### src/rtl/stream_source_gen_if.sv
// Ready/valid byte-stream link between a stream source and its sink.
//   valid : source has a word on data
//   data  : payload
//   ready : sink accepts the word this cycle
// master modport is the producing end, slave modport the consuming end.
interface stream_source_gen_if #(
    parameter int DATA_WIDTH = 8
);
    logic                  valid;
    logic [DATA_WIDTH-1:0] data;
    logic                  ready;

    modport master (output valid, output data, input ready);
    modport slave  (input valid, input data, output ready);
endinterface

### src/rtl/stream_source_gen.sv
// Ready/valid burst transmitter for test harnesses. A start command emits a
// burst of cmd_len words, either incrementing from cmd_seed or following a
// Galois LFSR seeded by cmd_seed, honouring backpressure. A running modulo
// byte sum of accepted words lets a bench cross-check the receiving side.
//
// Ports
//   clk         clock, all logic on posedge
//   reset_n     asynchronous active-low reset
//   start       one-cycle command strobe, only looked at in IDLE
//   cmd_len     words in burst, captured on start
//   cmd_seed    first word / LFSR seed, captured on start
//   cmd_lfsr    0 = incrementing pattern, 1 = LFSR pattern
//   stream_out  master end of the ready/valid link
//   busy        high from accepted start until back in IDLE
//   done        one-cycle pulse after the last word is accepted
//   sent_count  words accepted in current/last burst
//   sum         modulo-2^DATA_WIDTH sum of accepted words in current/last burst
//
// state | meaning
// IDLE  | waiting for start
// SEND  | word presented with valid high, waiting for ready
// GAP   | idle spacing after an accepted word, valid low
// DONE  | burst finished, done pulses for this one cycle
module stream_source_gen #(
    parameter int DATA_WIDTH = 8,
    parameter int LEN_WIDTH  = 16,
    parameter int GAP_CYCLES = 0
) (
    input  logic                   clk,
    input  logic                   reset_n,
    input  logic                   start,
    input  logic [LEN_WIDTH-1:0]   cmd_len,
    input  logic [DATA_WIDTH-1:0]  cmd_seed,
    input  logic                   cmd_lfsr,
    stream_source_gen_if.master    stream_out,
    output logic                   busy,
    output logic                   done,
    output logic [LEN_WIDTH-1:0]   sent_count,
    output logic [DATA_WIDTH-1:0]  sum
);

    // 0xB8 gives a maximal-length sequence for 8-bit words.
    localparam logic [DATA_WIDTH-1:0] LFSR_TAPS = DATA_WIDTH'(8'hB8);
    localparam bit                    HAS_GAP   = (GAP_CYCLES > 0);
    localparam int                    GAP_W     = $clog2(GAP_CYCLES + 2);
    localparam logic [GAP_W-1:0]      GAP_LOAD  = GAP_W'(HAS_GAP ? GAP_CYCLES - 1 : 0);

    typedef enum logic [1:0] {
        S_IDLE = 2'd0,
        S_SEND = 2'd1,
        S_GAP  = 2'd2,
        S_DONE = 2'd3
    } state_t;

    state_t                 state_q;
    state_t                 state_d;
    logic [DATA_WIDTH-1:0]  data_q;
    logic [DATA_WIDTH-1:0]  data_next;
    logic [DATA_WIDTH-1:0]  seed_eff;
    logic [LEN_WIDTH-1:0]   remain_q;
    logic                   lfsr_q;
    logic [GAP_W-1:0]       gap_q;
    logic                   start_ok;
    logic                   xfer;
    logic                   last_word;

    assign start_ok  = (state_q == S_IDLE) && start;
    assign xfer      = (state_q == S_SEND) && stream_out.ready;
    // remain_q counts down, so a full-range cmd_len never wraps a counter.
    assign last_word = (remain_q == LEN_WIDTH'(1));

    // An all-zero LFSR would lock up, so a zero seed starts from 1 instead.
    assign seed_eff  = (cmd_lfsr && (cmd_seed == '0)) ? DATA_WIDTH'(1) : cmd_seed;

    always_comb begin
        data_next = data_q + DATA_WIDTH'(1);
        if (lfsr_q) begin
            data_next = (data_q >> 1) ^ (data_q[0] ? LFSR_TAPS : '0);
        end
    end

    always_ff @(posedge clk or negedge reset_n) begin
        if (!reset_n) begin
            state_q <= S_IDLE;
        end else begin
            state_q <= state_d;
        end
    end

    always_comb begin
        state_d = state_q;
        case (state_q)
            S_IDLE: begin
                if (start) begin
                    state_d = (cmd_len == '0) ? S_DONE : S_SEND;
                end
            end
            S_SEND: begin
                if (xfer) begin
                    if (last_word) begin
                        state_d = S_DONE;
                    end else if (HAS_GAP) begin
                        state_d = S_GAP;
                    end
                end
            end
            S_GAP: begin
                if (gap_q == '0) begin
                    state_d = S_SEND;
                end
            end
            S_DONE: begin
                state_d = S_IDLE;
            end
            default: begin
                state_d = S_IDLE;
            end
        endcase
    end

    // valid comes only from the registered state, never from ready.
    always_comb begin
        stream_out.valid = (state_q == S_SEND);
        busy             = (state_q != S_IDLE);
        done             = (state_q == S_DONE);
    end

    assign stream_out.data = data_q;

    always_ff @(posedge clk or negedge reset_n) begin
        if (!reset_n) begin
            data_q     <= '0;
            remain_q   <= '0;
            lfsr_q     <= 1'b0;
            gap_q      <= '0;
            sent_count <= '0;
            sum        <= '0;
        end else begin
            if (start_ok) begin
                data_q     <= seed_eff;
                remain_q   <= cmd_len;
                lfsr_q     <= cmd_lfsr;
                sent_count <= '0;
                sum        <= '0;
            end else if (xfer) begin
                data_q     <= data_next;
                remain_q   <= remain_q - LEN_WIDTH'(1);
                sent_count <= sent_count + LEN_WIDTH'(1);
                sum        <= sum + data_q;
                gap_q      <= GAP_LOAD;
            end else if ((state_q == S_GAP) && (gap_q != '0)) begin
                gap_q      <= gap_q - GAP_W'(1);
            end
        end
    end

endmodule

### src/flat_wrapper.sv
// flat-port wrapper written by rule: the top's interface ports become plain ports
module stream_source_gen_flat 
#(
    parameter int DATA_WIDTH = 8,
    parameter int LEN_WIDTH  = 16,
    parameter int GAP_CYCLES = 0
)
  (clk, reset_n, start, cmd_len, cmd_seed, cmd_lfsr, busy, done, sent_count, sum, stream_out_valid, stream_out_data, stream_out_ready);
  stream_source_gen_if #(.DATA_WIDTH(DATA_WIDTH)) stream_out_i ();
  input  logic clk;
  input  logic reset_n;
  input  logic start;
  input  logic [LEN_WIDTH-1:0] cmd_len;
  input  logic [DATA_WIDTH-1:0] cmd_seed;
  input  logic cmd_lfsr;
  output logic busy;
  output logic done;
  output logic [LEN_WIDTH-1:0] sent_count;
  output logic [DATA_WIDTH-1:0] sum;
  output wire logic [$bits(stream_out_i.valid)-1:0] stream_out_valid;
  output wire logic [$bits(stream_out_i.data)-1:0] stream_out_data;
  input wire logic [$bits(stream_out_i.ready)-1:0] stream_out_ready;
  assign stream_out_valid = stream_out_i.valid;
  assign stream_out_data = stream_out_i.data;
  assign stream_out_i.ready = stream_out_ready;
  stream_source_gen #(.DATA_WIDTH(DATA_WIDTH), .LEN_WIDTH(LEN_WIDTH), .GAP_CYCLES(GAP_CYCLES)) u_core (.clk(clk), .reset_n(reset_n), .start(start), .cmd_len(cmd_len), .cmd_seed(cmd_seed), .cmd_lfsr(cmd_lfsr), .stream_out(stream_out_i), .busy(busy), .done(done), .sent_count(sent_count), .sum(sum));
endmodule
### config.mk
export PLATFORM = sky130hd
export DESIGN_NAME = stream_source_gen_flat
export DESIGN_NICKNAME = d
export VERILOG_FILES = /design/src/rtl/stream_source_gen_if.sv /design/src/rtl/stream_source_gen.sv /design/src/flat_wrapper.sv
export SDC_FILE = /design/constraint.sdc
export NUM_CORES = 1
export LEC_CHECK = 0
export ABC_AREA = 0
export CAP_MARGIN = 10
export CORE_AREA = 2 2 81 83
export CTS_BUF_LIST = sky130_fd_sc_hd__clkbuf_4
export CTS_CLUSTER_SIZE = 8
export DETAILED_ROUTE_END_ITERATION = 7
export DIE_AREA = 0 0 83 85
export GPL_TIMING_DRIVEN = 0
export PLACE_DENSITY = 0.77
export SLEW_MARGIN = 5
export SYNTH_ARGS = -nofsm -noshare
export SYNTH_HDL_FRONTEND = slang
export SYNTH_SLANG_ARGS = --single-unit
### constraint.sdc
create_clock -name clk -period 2.2 [get_ports clk]
set_input_delay 0.66 -clock clk [delete_from_list [all_inputs] [get_ports clk]]
set_output_delay 0.66 -clock clk [all_outputs]
set_load 0.01 [all_outputs]
Word-level counts from Yosys, hierarchy flattened
Cells that the tools add are included.
Widths: inputs -> output; s select.
- flip-flop bits (word level): 52
- word-level logic and storage cells: 53
- $add $sub $neg: 5
- equality and inequality tests: 8
- muxes and demuxes: 19
- bitwise logic cells: 2
- reductions and logical operators: 12
- operator list (kind ; number):
    $mux 16 ; 4
    $mux 8 ; 7
    $add 16x1->16 const B ; 1
    $eq 16x1->1 const B ; 1
    $logic_not 16->1 ; 1
    $sub 16x1->16 const B ; 1
    $mux 2 ; 5
    $add 8x1->8 const B ; 1
    $add 8x8->8 ; 1
    $logic_not 8->1 ; 1
    $pmux 2 s4 ; 1
    $xor 7x8->8 ; 1
    $reduce_bool 2->1 ; 3
    $eq 2x2->1 const B ; 2
    $logic_and 1x1->1 ; 4
    $ne 2x1->1 const B ; 2
    $ne 2x2->1 const B ; 2
    $reduce_and 4->1 ; 1
    $eq 2x1->1 const B ; 1
    $logic_not 2->1 ; 1
    $mux 1 ; 2
    $reduce_and 2->1 ; 1
    $not 1->1 ; 1
    $sub 1x1->1 const B ; 1

Logic depth before layout (Yosys ltp)
- depth after elaboration: 5
- gate-level depth with buffers: 9
- mapped depth without buffers: 9

Worst setup path before layout
Ideal clock, no wire load.
- kind: register to register
- from: register u_core.remain_q[0]
- to: register u_core.remain_q[11]
- setup time: 0.126 ns
- arrival time: 1.813 ns
- setup slack: 0.261 ns
- stages on the path, launching flop included: 6
- period minus slack after synthesis: 1.939 ns
- cell sequence: dfrtp_1 -> or4_4 -> or4_4 -> nor2_1 -> o21ai_0 -> a221o_1
- cells in the longest elaborated chain, start to end: 3
- ends and longest elaborated chain (what ; RTL line ; text):
    from (decl) ; stream_source_gen.sv:60 ; logic [LEN_WIDTH-1:0] remain_q;
    from (signal assigned) ; stream_source_gen.sv:141 ; remain_q <= cmd_len;
    from (signal assigned) ; stream_source_gen.sv:147 ; remain_q <= remain_q - LEN_WIDTH'(1);
    $sub 16x1->16 ; stream_source_gen.sv:147 ;
    $mux 16 ; stream_source_gen.sv:145 ; end else if (xfer) begin
    $mux 16 ; stream_source_gen.sv:139 ; if (start_ok) begin
No other way between the ends. The select of a mux whose other input is x is not followed.
A chain may end at the register's enable or synchronous reset.

Worst setup path in the final report
- from: register u_core.data_q[0] (netlist: u_core.stream_out.data[0])
- to: register u_core.sum[6]
- cells in the longest elaborated chain, start to end: 3
- ends and longest elaborated chain (what ; RTL line ; text):
    from (decl) ; stream_source_gen.sv:57 ; logic [DATA_WIDTH-1:0] data_q;
    from (signal assigned) ; stream_source_gen.sv:146 ; data_q <= data_next;
    $add 8x8->8 ; stream_source_gen.sv:149 ; sum <= sum + data_q;
    $mux 8 ; stream_source_gen.sv:145 ;
    $mux 8 ; stream_source_gen.sv:139 ;
    to (signal assigned) ; stream_source_gen.sv:149 ;
    to (decl) ; stream_source_gen.sv:39 ; output logic [DATA_WIDTH-1:0] sum
No other way between the ends. The select of a mux whose other input is x is not followed.

==> impl_metrics.toml <==
[sta]
period_minus_slack_ns = 2.11
report.final.setup_viol = 0
slew_headroom_pct = 59.9
clock_skew_ns = 0.0159
finalMaxSlewViolations = 0
worst_slew_pin_slew_ns = 0.601
hold_viol = 0
setup_ws_ns = 0.0907
period_share_pct = 95.9
fmax_ghz = 0.474

[power_and_ir_drop]
power_density_nw_per_um2 = 1090
p_int_w = 0.00255
p_sw_w = 0.00175
switching_share_pct = 40.7
clockPowerShare_pct = 10.8
power_leakage_nw = 1.67
power_frac_comb_pct = 48.7
ir_worst_vdd_mv = 0.770
seqPwrFrac_pct = 40.5
finalPower_w = 0.00430

[run_status]
outcome = "finished, final reports clean"

[grt]
grt_first_pass_wirelength_um = 13400
gr-total-overflow = 0
grt_max_degree = 37
grt_use_total_pct = 23.2
first_global_vias = 2808
antenna_found_initial = 0

[synth]
synth_nets = 373
synth_warnings = 0
yosysTopAreaCellShare_pct = 43.1
syn_area_sq_um = 3020
yosysUniqueCellTypes = 53
synth-seq-cells = 52
synth_top_area_cell = "dfrtp_1"
synth_edf_count = 0
syn_inst = 332
synth.most_common_cell = "dfrtp_1"
synthFlopType = "dfrtp_1"
yosysSeqAreaShare_pct = 43.1
async_flop_share_pct = 100
synthTopCellsByArea = "dfrtp_1 43%, xor2_1 5.5%, nand2_1 5.1%"
synthTopCellsByCount = "52 x dfrtp_1, 41 x nand2_1, 33 x nor2_1"
syn_avg_cell_area_sq_um = 9.10

[clocking]
cts_buffer_depth = 2
clk_pin_slew_ns = 0.17
cts_tree = "built"
cts_root_buf = "clkbuf_4"
htreeDepth = 2
insertion_delay_ns = 0.39
cts_hold_buf = 0
numCtsBuffers = 5
clock-sinks = 52

[setup_path]
criticalPathCategory = "flop to flop"
ff2ff_path_depth = 9
start_kind = "flop"
path_max_fanout = 4
worstPathArrival_ns = 2.41
critPathRequiredTime_ns = 2.50
end_kind = "flop"

[floorplanning]
die-area_sq_um = 7060
num_io_pins = 64
fp.dieW_um = 83
row_count = 29
core_sq_um = 6200
initial_utilization_pct = 48.7
die_h_um = 85

[routing]
firstDrtPassIters = 4
wl_per_cell_um = 16.1
wl_um = 7910
drc = 0
drtIter0Drc = 225
vias = 2824
antenna_left = 0
viasPerCell = 5.76

[placed_design]
dp_slack_ns = -0.559
dp_hpwl_um = 5640
gp_congestion = 0.846
port_buffers = 63
place_inst = 473

[job]
max_cap_violations = 0

[finish]
layout-drive-gt1-share_pct = 11.6
syn2layout_area_growth_pct = 30.5
fin_nets = 453
antenna_cells = 0
fin_cells = 490

[hold_path]
hold_path_class = "input port to asynchronous set/reset pin"
-- cell families after synthesis --
| logic type | count (synthesis) | synth area share [%] |
|---|---|---|
| xor+xnor | 25 | 7.25 |
| simple gates | 138 | 23.1 |
| fa+ha+maj | 12 | 5.22 |
| mux | 4 | 1.37 |
| flops | 52 | 43.1 |
| buf+inv | 26 | 3.40 |
| compound gates | 75 | 16.6 |
-- stage by stage --
step           util [%]  TNS [ns]  area [sq um]  hold slack, ns
2_1_floorplan         -         0          3020           0.364
3_3_place_gp       60.4    -77.34          3750           0.464
3_5_place_dp       60.6    -16.85          3760           0.476
4_1_cts            62.1         0          3850           0.188
5_1_grt            63.5   -0.0111          3940           0.186
6_report           63.5         0          3940           0.186
-- worst max-delay path, stage by stage, from the launching register on --
cell and delay, ns:
dfrtp_1 0.45, ha_1 0.23, inv_1 0.07, fa_1 0.20, nor2b_1 0.05, o21ai_0 0.30
a21boi_1 0.14, o21a_1 0.20, o21a_1 0.17, o31ai_1 0.22
-- what timing repair did --
item	CTS	global route
endpoints found under the setup margin	17	40
resized for setup	9	17
pin swaps	1	1
buffers inserted	2	8
-- final cells by class --
class	instances	area, sq um
Sequential cell	52	1310
Inverter	9	33.8
Buffer	16	72.6
Clock buffer	5	37.5
Multi-Input combinational cell	254	1650
Tap cell	77	96.3
Clock inverter	3	26.3
Timing Repair Buffer	74	717
Fill cell	504	2260
-- power by group through the flow --
| stage | sequential (W) | clock, W | combinational (W) |
|---|---|---|---|
| 2_1_floorplan | 0.00173 | 0 | 0.00119 |
| 3_3_place_gp | 0.00173 | 0 | 0.00191 |
| 3_5_place_dp | 0.00173 | 0 | 0.00197 |
| 4_1_cts | 0.00172 | 0.000480 | 0.00199 |
| 5_1_grt | 0.00180 | 0.000524 | 0.00234 |
| 6_report | 0.00174 | 0.000467 | 0.00210 |
-- path summary, 6_finish.rpt --
check	startpoint	end	slack, ns
worst max-delay path	u_core.stream_out.data[0]	u_core.sum[6]	0.09
max in group asynchronous	reset_n	u_core.stream_out.data[2]	1.46
worst max register to register	u_core.stream_out.data[0]	u_core.sum[6]	0.09
worst min register to register	u_core.gap_q	u_core.state_q[0]	0.51
worst min-delay path	reset_n	u_core.sent_count[15]	0.19
min in group clk	u_core.gap_q	u_core.state_q[0]	0.51
-- routing by layer --
metal / track usage (%) / wire (um)
met2: 37.4 / 3690
met1: 32.2 / 3620
met3: 3.89 / 473
met5: 0 / 0
met4: 7.60 / 130
-- sequential cells by signal (all words and copies together), names as in the netlist --
register / cells
u_core.remain_q: 16
u_core.sent_count: 16
u_core.stream_out.data: 8
u_core.sum: 8
u_core.state_q: 2
u_core.gap_q: 1
u_core.lfsr_q: 1
-- placed cells by master, fill, tap and decap left out, drive strengths merged, types with 5 or more instances in the layout --
cell           count
a21oi             11
and3               6
buf               15
clkbuf            18
clkdlybuf4s50     59
dfrtp             52
ha                11
inv               10
nand2             41
nand3             15
nand4              6
nor2              35
nor3               6
nor4              11
o211ai             5
o21ai             26
or4                6
xnor2              6
xor2              19
No activity file was read; power rests on OpenSTA's default activity.
